--- src/rtl/rf_pkg.sv ---
// Shared widths, state encoding and write-payload type for the register-file write arbiter.
package rf_pkg;

    localparam int unsigned REG_ADDR_W           = 5;
    localparam int unsigned REG_DATA_W           = 32;
    localparam int unsigned WAIT_CNT_W           = 4;
    localparam int unsigned STARVE_LIMIT_DEFAULT = 4;

    typedef enum logic [0:0] {
        ARB_IDLE  = 1'b0,
        ARB_STALL = 1'b1
    } arb_state_e;

    typedef struct packed {
        logic [REG_ADDR_W-1:0] addr;
        logic [REG_DATA_W-1:0] data;
    } rf_wr_t;

endpackage

--- src/rtl/condmov_resolve.sv ---
// Resolves whether the WB-stage instruction really writes the register file.
// Conditional moves (movz/movn) are honoured only when RF_CONDMOV_EN is defined.
module condmov_resolve (
    input  logic reg_write,
    input  logic cond_mov,
    input  logic mov_n,
    input  logic zero,
    output logic eff_write_c
);

`ifdef RF_CONDMOV_EN
    assign eff_write_c = reg_write && (!cond_mov || (mov_n ? !zero : zero));
`else
    logic unused_condmov;
    assign unused_condmov = cond_mov ^ mov_n ^ zero;
    assign eff_write_c    = reg_write;
`endif

endmodule

--- src/rtl/rf_write_arbiter.sv ---
// Shares the single register-file write port between the WB pipeline and a multi-cycle unit,
// stalling the pipeline when the secondary starves. Conditional moves need RF_CONDMOV_EN.
module rf_write_arbiter
    import rf_pkg::*;
#(
    parameter int unsigned STARVE_LIMIT = STARVE_LIMIT_DEFAULT
) (
    input  logic                  Clk,
    input  logic                  Reset,
    input  logic                  PipeRegWrite,
    input  logic                  PipeCondMov,
    input  logic                  PipeMovN,
    input  logic                  PipeZero,
    input  logic [REG_ADDR_W-1:0] PipeAddr,
    input  logic [REG_DATA_W-1:0] PipeData,
    input  logic                  SecValid,
    input  logic [REG_ADDR_W-1:0] SecAddr,
    input  logic [REG_DATA_W-1:0] SecData,
    output logic                  SecReady,
    output logic                  RfWrite,
    output logic [REG_ADDR_W-1:0] RfAddr,
    output logic [REG_DATA_W-1:0] RfData,
    output logic                  PipeStall
);

    arb_state_e            state_q, state_d;
    logic [WAIT_CNT_W-1:0] wait_q, wait_d;
    logic                  rf_write_q, rf_write_d;
    rf_wr_t                rf_q, rf_d;
    logic                  pipe_stall_q, pipe_stall_d;

    logic   pipe_eff_c;
    logic   sec_ready_c;
    logic   sec_xfer_c;
    logic   win_c;
    rf_wr_t win_req_c;

    condmov_resolve u_condmov (
        .reg_write   (PipeRegWrite),
        .cond_mov    (PipeCondMov),
        .mov_n       (PipeMovN),
        .zero        (PipeZero),
        .eff_write_c (pipe_eff_c)
    );

    // State register
    always_ff @(posedge Clk) begin
        if (Reset) begin
            state_q <= ARB_IDLE;
        end else begin
            state_q <= state_d;
        end
    end

    // Next state: enter STALL once the secondary has waited STARVE_LIMIT cycles
    always_comb begin
        state_d = state_q;
        case (state_q)
            ARB_IDLE:  if (32'(wait_d) >= STARVE_LIMIT) state_d = ARB_STALL;
            ARB_STALL: if (sec_xfer_c || !SecValid) state_d = ARB_IDLE;
            default:   state_d = ARB_IDLE;
        endcase
        pipe_stall_d = (state_d == ARB_STALL);
    end

    // Outputs: grant and selection of the write-port winner
    always_comb begin
        sec_ready_c = 1'b0;
        win_c       = 1'b0;
        win_req_c   = rf_q;
        case (state_q)
            ARB_IDLE: begin
                if (pipe_eff_c) begin
                    win_c     = 1'b1;
                    win_req_c = '{addr: PipeAddr, data: PipeData};
                end else if (SecValid) begin
                    sec_ready_c = 1'b1;
                    win_c       = 1'b1;
                    win_req_c   = '{addr: SecAddr, data: SecData};
                end
            end
            ARB_STALL: begin
                if (SecValid) begin
                    sec_ready_c = 1'b1;
                    win_c       = 1'b1;
                    win_req_c   = '{addr: SecAddr, data: SecData};
                end
            end
            default: ;
        endcase
        if (Reset) begin
            sec_ready_c = 1'b0;
        end
        sec_xfer_c = SecValid && sec_ready_c;
        rf_write_d = win_c && (win_req_c.addr != '0);
        rf_d       = win_c ? win_req_c : rf_q;
    end

    // Starvation counter: counts refused cycles, clears on transfer or withdrawal
    always_comb begin
        wait_d = wait_q;
        if (!SecValid || sec_xfer_c) begin
            wait_d = '0;
        end else if (wait_q != '1) begin
            wait_d = wait_q + WAIT_CNT_W'(1);
        end
    end

    always_ff @(posedge Clk) begin
        if (Reset) begin
            wait_q       <= '0;
            rf_write_q   <= 1'b0;
            rf_q         <= '0;
            pipe_stall_q <= 1'b0;
        end else begin
            wait_q       <= wait_d;
            rf_write_q   <= rf_write_d;
            rf_q         <= rf_d;
            pipe_stall_q <= pipe_stall_d;
        end
    end

    assign SecReady  = sec_ready_c;
    assign RfWrite   = rf_write_q;
    assign RfAddr    = rf_q.addr;
    assign RfData    = rf_q.data;
    assign PipeStall = pipe_stall_q;

endmodule

--- config.mk ---
export PLATFORM = sky130hd
export DESIGN_NAME = rf_write_arbiter
export DESIGN_NICKNAME = d
export VERILOG_FILES = /design/src/rtl/rf_pkg.sv /design/src/rtl/condmov_resolve.sv /design/src/rtl/rf_write_arbiter.sv
export SDC_FILE = /design/constraint.sdc
export NUM_CORES = 1
export LEC_CHECK = 0
export BUFFER_PORTS_ARGS = -buffer_cell sky130_fd_sc_hd__buf_2
export CAP_MARGIN = 5
export CELL_PAD_IN_SITES_DETAIL_PLACEMENT = 0
export CELL_PAD_IN_SITES_GLOBAL_PLACEMENT = 1
export CORE_UTILIZATION = 30
export DETAILED_ROUTE_END_ITERATION = 7
export PLACE_DENSITY_LB_ADDON = 0.25
export SYNTH_ARGS = -nofsm -noshare
export SYNTH_HDL_FRONTEND = slang
export SYNTH_SLANG_ARGS = --single-unit
--- constraint.sdc ---
create_clock -name Clk -period 1.64 [get_ports Clk]
set_input_delay 0.164 -clock Clk [delete_from_list [all_inputs] [get_ports Clk]]
set_output_delay 0.164 -clock Clk [all_outputs]
set_load 0.02 [all_outputs]
* Word-level counts from Yosys, hierarchy flattened
Cells that the tools add are included.
** Word-level totals
- Bits in registers :: 43
- Bits in latches :: 0
- RAM bits :: 0
- Memory bits (read-only) :: 0
- Memories kept :: 0
** Cells by class
- Add/sub/neg operators :: 1
- Multipliers :: 0
- Divide/modulo/power cells :: 0
- $lt $le $gt $ge :: 1
- Equality and inequality tests :: 1
- Shift operators :: 0
- Muxes and demuxes :: 14
- Bitwise operators :: 1
- Reductions and logical operators :: 5
** Operator list (count)
- $mux 37 :: 2
- $pmux 37 s2 :: 1
- $mux 4 :: 2
- $mux 1 :: 6
- $pmux 1 s2 :: 3
- $reduce_bool 5->1 :: 1
- $add 4x1->4 const B :: 1
- $ge 4x3->1 const B :: 1
- $ne 4x4->1 const B :: 1
- $logic_and 1x1->1 :: 2
- $logic_not 1->1 :: 1
- $logic_or 1x1->1 :: 1
- $not 1->1 :: 1

* Logic depth before layout (Yosys ltp)
Gate-level depths: netlist of the first run.
- Depth after elaboration :: 10
- Mapped depth :: 6
- Gate-level depth less buffers :: 4

* Cells and area by module
A second synthesis of the first run with hierarchy kept.
** Second synthesis, totals
- Cell total of the unflattened synthesis :: 200
- Area, all modules :: 1944.4 µm²
** By module, submodules not included
- rf_write_arbiter :: times used 1, cells each 199, area an instance 1936.9 µm², sequential area each 860.8 µm²
- condmov_resolve :: times used 1, cells each 1, area an instance 7.5 µm², sequential area each 0.0 µm²

* Least setup slack after synthesis of the first run
OpenSTA, ideal clock, no wires.
- Path kind :: register to register
- Start :: reg PipeStall (netlist name)
- End :: reg rf_write_q, in the netlist RfWrite
- Setup time :: 133 ps
- Arrival time :: 1325 ps
- Required time :: 1507 ps
- Setup slack :: 182 ps
- Stages on the path, launching flop included :: 6
- Buffers on the path :: 1
- Clock period less this slack :: 1458 ps
- Cell sequence :: dfxtp_1 nand2b_1 buf_2 mux2_2 a211oi_2 a311oi_1
** RTL lines
- end signal, assigned :: RTL line rf_write_arbiter.sv:117 : rf_write_q <= rf_write_d;
- end, declared :: RTL line rf_write_arbiter.sv:28 : logic rf_write_q, rf_write_d;

==> flow_summary.toml, run 1 <==
[status]
outcome = "complete, no violations"

[route]
ant_nets = 0
via_per_inst = 4.646
drtIter0Drc = 26
dr_total_vias = 1798
first_pass_iters = 4
drc = 0
drt_wl_total_um = 4917
wire_per_inst_um = 12.71

[worst_setup_path]
timing.reg2reg.setup_slack_ps = 300
crit_family = "buffers and inverters"
endpoint_kind = "primary output"
critPathMaxStageDelay_ps = 340
arrival_ps = 1210
critPathMaxFanout = 8
worstSetupPathType = "register to primary output"
setup.worst_path.start_class = "register"
path_buf_inv = 2
crit_chain = "nor2b_1, buf_4, nor3b_1, buf_2"
worst_ep_required_time_ps = 1480
cpMaxStageDelayCell = "dfxtp_1"

[synth]
yosysMostFrequentCell = "dfxtp_1"
synth_warnings = 0
yosys.area.top_type_share_pct = 44.44
syn_nets = 281
ys_types = 26
syn_avg_cell_area_um2 = 9.733
syn_area_um2 = 1937
yosysSeqAreaShare_pct = 44.44
async_reset_ff_share_pct = 0
synth_common_cells = "dfxtp_1, nor2_1, a211oi_1, mux2i_1, clkbuf_1"
ys_ff_latch = 43
yosysTopAreaCell = "dfxtp_1"
synth_edf_count = 0
synth_ff_type = "dfxtp_1"
postSynthCellCount = 199
synth.area.top_cells = "dfxtp_1, mux2i_1, a211oi_1"

[sta]
hold_slack_ps = 143.1
setup_viol = 0
finalHoldViolations = 0
tightest_slew_ps = 268.0
slew_headroom_pct = 81.62
fin_worst_skew_ps = 5.090
fin_tns_setup_ps = 0
fmax_mhz = 729.9
post-route-period-util_pct = 83.54
drv_slew = 0
rsz0062_at_grt = "no"
layout_min_cycle_time_ps = 1370

[clocking]
postCtsHoldBufs = 0
post_cts_buffers = 0
clkLatencyLatePin_ps = 290
cts_buffers = 5
cts-htree-levels = 2
clkTransAtPathRegs_ps = 70
clockRootBuffer = "clkbuf_8"
clock-sinks = 43
cts_tree = "built"
cts_buffer_depth = 2
ctsResizeCount = 0

[placement]
gp_congestion = 0.6714
place.port_buffers = 117
hpwl_um = 3586

[power_and_ir_drop]
vdd_ir_drop_max_uv = 393.7
power_density_nw_per_um2 = 848.3
static-leakage-power_nw = 1.333

[layout]
syn_to_final_growth_pct = 37.73
drive_above_1_share_pct = 43.59
diodes = 0
num-nets-final = 395

[grt]
grt_pass1_wl_um = 7327
grt_max_degree = 57
grt_pass1_vias = 1621
overflow = 0
antenna_found_initial = 0
grt_usage_pct = 14.41

[die]
ios = 121
core_um2 = 6061
initial_core_util_pct = 31.96
die_height_um = 82.35
row_count = 28
die_w_um = 82.35
die_area_um2 = 6782

[min_path]
min_path_type = "primary input to register"

[job]
maxCapViolCount = 0
## tightest hold or removal path: stages
cell	delay [ps]
buf_2	80
a21oi_1	70
nor2_1	80
## logic make-up (layout without fill, tap and decap cells)
kind of cell,Yosys count,count (layout),share of synthesized area [%]
AO/OA/AOI/OAI,43,43,16.54
adder cells (fa/ha/maj),1,1,0.6459
buffers and inverters,19,132,5.168
XOR/XNOR,1,1,0.4523
multiplexers,40,40,21.51
AND/OR/NAND/NOR,52,52,11.24
flip-flops,43,43,44.44
## state kept, by name, summed over array words and instances (netlist names)
name	cells
RfWrite	1
RfAddr	5
RfData	32
PipeStall	1
wait_q	4
## metal layers
layer / global-route usage [%] / vias up / wire length [µm]
met1: 18.01 / 783 / 2254
met2: 23.06 / 72 / 2108
met4: 4.737 / 0 / 53
met3: 4.945 / 5 / 499
li1: - / 938 / -
met5: 0 / - / 0
## path summary, 6_finish.rpt
path                    start         to  depth (start not counted)
setup reg to reg    PipeStall    RfWrite                          4
hold / removal    PipeAddr[3]  RfAddr[3]                          3
setup / recovery    PipeStall   SecReady                          4
hold reg to reg     wait_q[3]  PipeStall                          2
## placed cells by master, fill, tap and decap left out
master    count
mux2_2        1
nor3b_1       1
o21a_1        1
buf_2       117
mux2i_1      36
nor3_1        1
ha_1          1
nor2b_1       3
a211oi_1     36
a311oi_1      1
inv_1         1
a21oi_1       2
o21ai_0       1
nor2_1       41
xnor2_1       1
nand2_1       1
nand3_1       3
nand2b_2      1
mux2_4        3
buf_12        1
clkbuf_8      5
nand3b_1      1
a31oi_1       1
clkbuf_1      1
dfxtp_1      43
buf_4         7
a211oi_2      1
## area by class of cell
type	instances	area [µm²]
clock buffers	6	72.57
fillers	613	3393
inverters	1	3.754
multi-input cells	137	978.4
flip-flops and latches	43	860.8
well taps	75	93.84
repair buffers	125	658.1
## power breakdown
part	internal (mW)	switching (mW)	total, mW	leakage [nW]
clock	0.284	0.332	0.616	0.0371
combinational	0.227	0.272	0.499	0.939
sequential	1.12	0.0308	1.15	0.357
total	1.63	0.635	2.26	1.33
## metrics by stage
stage	power (mW)	area, µm²	instances	utilization [%]	setup slack [ps]
3_3_place_gp	1.671	2595	381	42.82	264.6
6_report	2.263	2668	387	44.01	269.9
5_1_grt	2.405	2668	387	44.01	135.2
4_1_cts	2.313	2668	387	44.01	233.4
2_1_floorplan	1.474	1937	199	-	181.8
3_5_place_dp	1.675	2595	381	42.82	238.9
Power figures use the tool's default switching activity.
==> run 2: changes to the inputs <==
- CORE_UTILIZATION: 30 -> 27
- clock period: 1.64 -> 1.15 ns (I/O delays scaled with it)
==> run 2 against run 1 <==
Against the previous run:
- cell count is 10% higher
- the flow now finishes with violations (negative setup slack)
- critical path type is now register to register
- sequential power is 42% higher
- critical endpoint is now RfWrite
- design area is 17% higher
- die area is 11% higher
- clock-buffer cell count is 1 lower
==> flow_summary.toml, run 2 (synthesis gave the netlist of run 1 again) <==
[placement]
gp_congestion = 0.7009
place.port_buffers = 117
hpwl_um = 3632
place_area_um2 = 2681

[layout]
diodes = 0
final_cell_area_um2 = 3109
num-nets-final = 411
syn_to_final_growth_pct = 60.53
mostFrequentLayoutCells = "buf_2, dfxtp_1, mux2i_1"
layout_commonest_cell = "buf_2"
drive_above_1_share_pct = 57.88
largest_register_ffs = 32
final_util_pct = 45.26

[clocking]
clockRootBuffer = "clkbuf_8"
cts_buffers = 5
postCtsHoldBufs = 0
clock-sinks = 43
cts_buffer_depth = 2
cts-htree-levels = 2
clkTransAtPathRegs_ps = 80
clkLatencyLatePin_ps = 300
cts_tree = "built"

[sta]
rsz0062_at_grt = "yes"
finalHoldViolations = 0
layout_setup_ws_ps = -64.21
setup_viol = 13
drv_slew = 0
slew_headroom_pct = 84.43
post-route-period-util_pct = 105.6
fin_worst_skew_ps = 6.298
fmax_mhz = 823.6
tightest_slew_ps = 233.6
layout_min_cycle_time_ps = 1214

[route]
drt_wl_total_um = 5889
wire_per_inst_um = 13.82
drc = 0
first_pass_iters = 4
via_per_inst = 4.547
dr_total_vias = 1937
ant_nets = 0
drtIter0Drc = 46

[worst_setup_path]
crit_chain = "nand2b_4, mux2_4, a211oi_2, a311oi_1"
cpMaxStageDelayCell = "dfxtp_4"
endpoint_kind = "register"
critPathMaxFanout = 5
worst_ep_required_time_ps = 1320
arrival_ps = 1390
worstSetupPathType = "register to register"
setup.worst_path.start_class = "register"
critPathMaxStageDelay_ps = 370

[power_and_ir_drop]
vdd_ir_drop_max_uv = 494.0
static-leakage-power_nw = 1.491
power_density_nw_per_um2 = 1125
design_power_total_mw = 3.497

[grt]
grt_usage_pct = 13.99
grt_pass1_vias = 1752
grt_max_degree = 49
grt_pass1_wl_um = 8252
overflow = 0
antenna_found_initial = 0

[job]
maxCapViolCount = 0

[status]
failed_checks = "negative setup slack"
outcome = "complete, but fails checks"

[die]
die_w_um = 86.70
ios = 121
row_count = 30
die_height_um = 86.70
core_um2 = 6869
die_area_um2 = 7516
initial_core_util_pct = 28.20

[min_path]
min_path_type = "primary input to register"
==> run 2: cell types whose count changed in the layout (fill, tap and decap cells not counted), sizes merged <==
cell | previous run | this run
clkbuf | 6 | 9
buf | 125 | 137
clkinvlp | 0 | 1
clkinv | 0 | 1
inv | 1 | 2
==> run 2: area by class of cell <==
cell class / instances / area, µm²
clock buffers: 5 / 68.82
clock inverters: 3 / 18.77
fillers: 704 / 3760
inverters: 1 / 3.754
multi-input cells: 137 / 1139
flip-flops and latches: 43 / 864.6
well taps: 96 / 120.1
repair buffers: 141 / 894.6
==> run 2: path summary, 6_finish.rpt <==
check	startpoint	end	cells after the start	slack, ps
worst max register to register	PipeStall	RfWrite	4	-60
worst max-delay path	PipeStall	RfWrite	4	-60
worst min-delay path	PipeAddr[3]	RfAddr[3]	3	70
worst min register to register	wait_q[3]	wait_q[3]	2	560
==> run 2: worst max-delay path: cells and delay by family (launching register included) <==
| family | cells | cell delay [ps] |
|---|---|---|
| flip-flops | 1 | 370 |
| multiplexers | 1 | 310 |
| AO/OA/AOI/OAI | 2 | 250 |
| AND/OR/NAND/NOR | 1 | 160 |
==> run 2: timing repair <==
item                       CTS  global route
buffers inserted             2             5
gates cloned                 0             6
pin swaps                    1            15
gates resized for setup      5            38
setup endpoints to repair    2            40
==> run 2: routing by layer <==
layer	global-route usage (%)	wire, µm
met4	4.545	43
met1	18.51	2756
met3	4.286	426
met5	0	0
met2	21.72	2662
==> run 2: metrics by stage <==
stage / setup slack, ps / setup TNS, ps / hold WS (ps) / instances
after floorplan: -107.4 / -1100 / 268.7 / 199
after global placement: -36.15 / -36.15 / 381.1 / 406
after detailed placement: -59.16 / -59.16 / 405.5 / 406
after CTS: -85.71 / -145.1 / 75.96 / 415
after global routing: -160.2 / -1888 / 82.19 / 426
final: -64.21 / -421.0 / 73.86 / 426
==> run 2: where the power goes <==
part / total [mW] / switching [mW] / internal (mW) / leakage, nW
clock: 0.985 / 0.559 / 0.425 / 0.0445
sequential: 1.63 / 0.0447 / 1.59 / 0.358
combinational: 0.878 / 0.455 / 0.423 / 1.09
total: 3.50 / 1.06 / 2.44 / 1.49
==> run 3: changes to the inputs <==
- CORE_UTILIZATION: 27 -> 32
- HOLD_SLACK_MARGIN: not set -> 0.12
- SYNTH_HIERARCHICAL: not set -> 1
- clock period: 1.15 -> 1.4 ns (I/O delays scaled with it)
==> run 3 against run 2 <==
Against the previous run:
- the flow now finishes without violations
- clock-buffer cell count is the same
- sequential power shrank 18%
- clock skew shrank 1.6 ps
- critical path depth is the same
- cell count shrank 2.3%
- worst setup slack gained 140 ps
==> flow_summary.toml, run 3 <==
[die]
die_height_um = 79.95
core_um2 = 5886
ios = 121
initial_core_util_pct = 33.04
die_area_um2 = 6392
die_w_um = 79.95
row_count = 28

[min_path]
hold_depth = 3
worstHoldStart = "PipeData[30]"
holdPathEnd = "RfData[30]"
min_path_type = "primary input to register"

[route]
drtIter0Drc = 43
wire_per_inst_um = 12.36
first_pass_iters = 4
dr_total_vias = 1939
ant_nets = 0
drc = 0
drt_wl_total_um = 5142
via_per_inst = 4.661

[clocking]
clock-sinks = 43
clockRootBuffer = "clkbuf_8"
cts_buffers = 5
cts_tree = "built"
cts_buffer_depth = 2
clkTransAtPathRegs_ps = 90
clkLatencyLatePin_ps = 290
cts-htree-levels = 2

[synth]
synth_ff_type = "dfxtp_1"
synth_edf_count = 0
async_reset_ff_share_pct = 0
yosysSeqAreaShare_pct = 44.27
synth_warnings = 6
synth.area.top_cells = "dfxtp_1, mux2i_1, a211oi_1"
postSynthCellCount = 200
ys_types = 26
yosys.area.top_type_share_pct = 44.27
yosysTopAreaCell = "dfxtp_1"
syn_nets = 282
syn_area_um2 = 1944
syn_avg_cell_area_um2 = 9.722
yosysMostFrequentCell = "dfxtp_1"
synth_common_cells = "dfxtp_1, nor2_1, a211oi_1, mux2i_1, clkbuf_1"
ys_ff_latch = 43

[worst_setup_path]
endpoint_kind = "primary output"
crit_start = "PipeStall"
timing.reg2reg.setup_slack_ps = 110
r2r-start = "PipeStall"
r2r-end = "RfWrite"
critPathMaxFanout = 7
worst_ep_required_time_ps = 1260
worstSetupPathType = "register to primary output"
arrival_ps = 1180
setup.worst_path.start_class = "register"
reg2regPathDepth = 4

[grt]
antenna_found_initial = 0
grt_pass1_vias = 1850
grt_usage_pct = 16.02
grt_max_degree = 51
overflow = 0
grt_pass1_wl_um = 8017

[layout]
syn_to_final_growth_pct = 55.47
num-nets-final = 422
mostFrequentLayoutCells = "buf_2, dfxtp_1, nor2_1"
largest_register_ffs = 32
nFillCells = 572
diodes = 0
instances_no_fill = 416
layout_commonest_cell = "buf_2"
final_util_pct = 51.36
drive_above_1_share_pct = 41.94

[power_and_ir_drop]
design_power_total_mw = 3.157
static-leakage-power_nw = 1.479
power_density_nw_per_um2 = 1044
vdd_ir_drop_max_uv = 579.2

[placement]
hpwl_um = 3496
dp_cells = 381
gp_congestion = 0.6979
place.port_buffers = 117

[sta]
hold_slack_ps = 140.3
setup_viol = 0
finalHoldViolations = 0
slew_headroom_pct = 79.17
post-route-period-util_pct = 94.49
layout_min_cycle_time_ps = 1323
rsz0062_at_grt = "yes"
drv_slew = 0
tightest_slew_ps = 312.5
fin_worst_skew_ps = 4.748
fmax_mhz = 755.9

[job]
maxCapViolCount = 0

[status]
outcome = "complete, no violations"
==> run 3: changes by cell type in the layout (fill, tap and decap cells not counted), moves of 2 or more <==
cell	before	now
buf_12	3	1
buf_4	13	8
clkbuf_16	4	0
dlygate4sd3_1	0	27
nor2_1	30	41
buf_6	5	0
nor2_2	10	0
bufinv_16	0	2
a211oi_1	17	35
a211oi_2	20	2
==> run 3: metrics by stage <==
stage | TNS [ps] | area [µm²] | setup slack, ps
after floorplan | 0 | 1946 | 17.17
after global placement | 0 | 2596 | 31.43
after detailed placement | 0 | 2596 | 15.72
after CTS | 0 | 3003 | 1.473
after global routing | -0.4852 | 3023 | -0.4852
final | 0 | 3023 | 77.13
==> run 3: how the worst max path moves through the flow <==
| stage | end | depth (start not counted) |
|---|---|---|
| after floorplan | RfWrite | 5 |
| after global placement | RfWrite | 4 |
| after detailed placement | RfWrite | 4 |
| after CTS | RfWrite | 4 |
| after global routing | SecReady | 4 |
| final | SecReady | 4 |
==> run 3: metal layers <==
metal  global-route usage [%]  vias to the layer above  wire length (µm)  share of wire (%)
li1                         -                      997                 -                  -
met1                    18.68                      868              2310                 45
met2                    28.38                       69              2389                 46
met3                    4.114                        5               396                7.7
met4                    5.179                        0                46               0.89
met5                        0                        -                 0                  0
==> run 3: timing repair <==
action / in CTS / in global routing
resized for setup: 0 / 5
setup buffers: 0 / 0
hold buffers: 27 / 0
hold endpoints to repair: 27 / 0
setup endpoints to repair: 0 / 2
==> run 3: critical path: stages (launching register included) <==
cell and delay, ps:
dfxtp_2 350, nor2b_2 50, buf_4 160, nor3b_2 160, buf_4 160
==> run 3: power by group <==
part / internal, mW / leakage [nW] / total [mW] / switching (mW)
logic: 0.319 / 1.06 / 0.652 / 0.333
clock network: 0.712 / 0.0644 / 1.16 / 0.450
registers: 1.31 / 0.358 / 1.34 / 0.0362
total: 2.34 / 1.48 / 3.16 / 0.819
==> run 3: cell families after synthesis <==
kind of cell / count (synthesis) / share of synthesized area (%)
fa+ha+maj: 1 / 0.6434
xor+xnor: 1 / 0.4505
simple gates: 52 / 11.20
buf+inv: 20 / 5.534
mux: 40 / 21.43
flops: 43 / 44.27
compound gates: 43 / 16.47
==> run 3: area by class of cell <==
type,instances,area (µm²),area share [%]
Clock buffer,5,68.82,2.276
Clock inverter,3,67.56,2.235
Inverter,1,3.754,0.1242
Tap cell,75,93.84,3.104
Multi-Input combinational cell,137,996.0,32.95
Timing Repair Buffer,152,930.9,30.79
Sequential cell,43,862.1,28.52
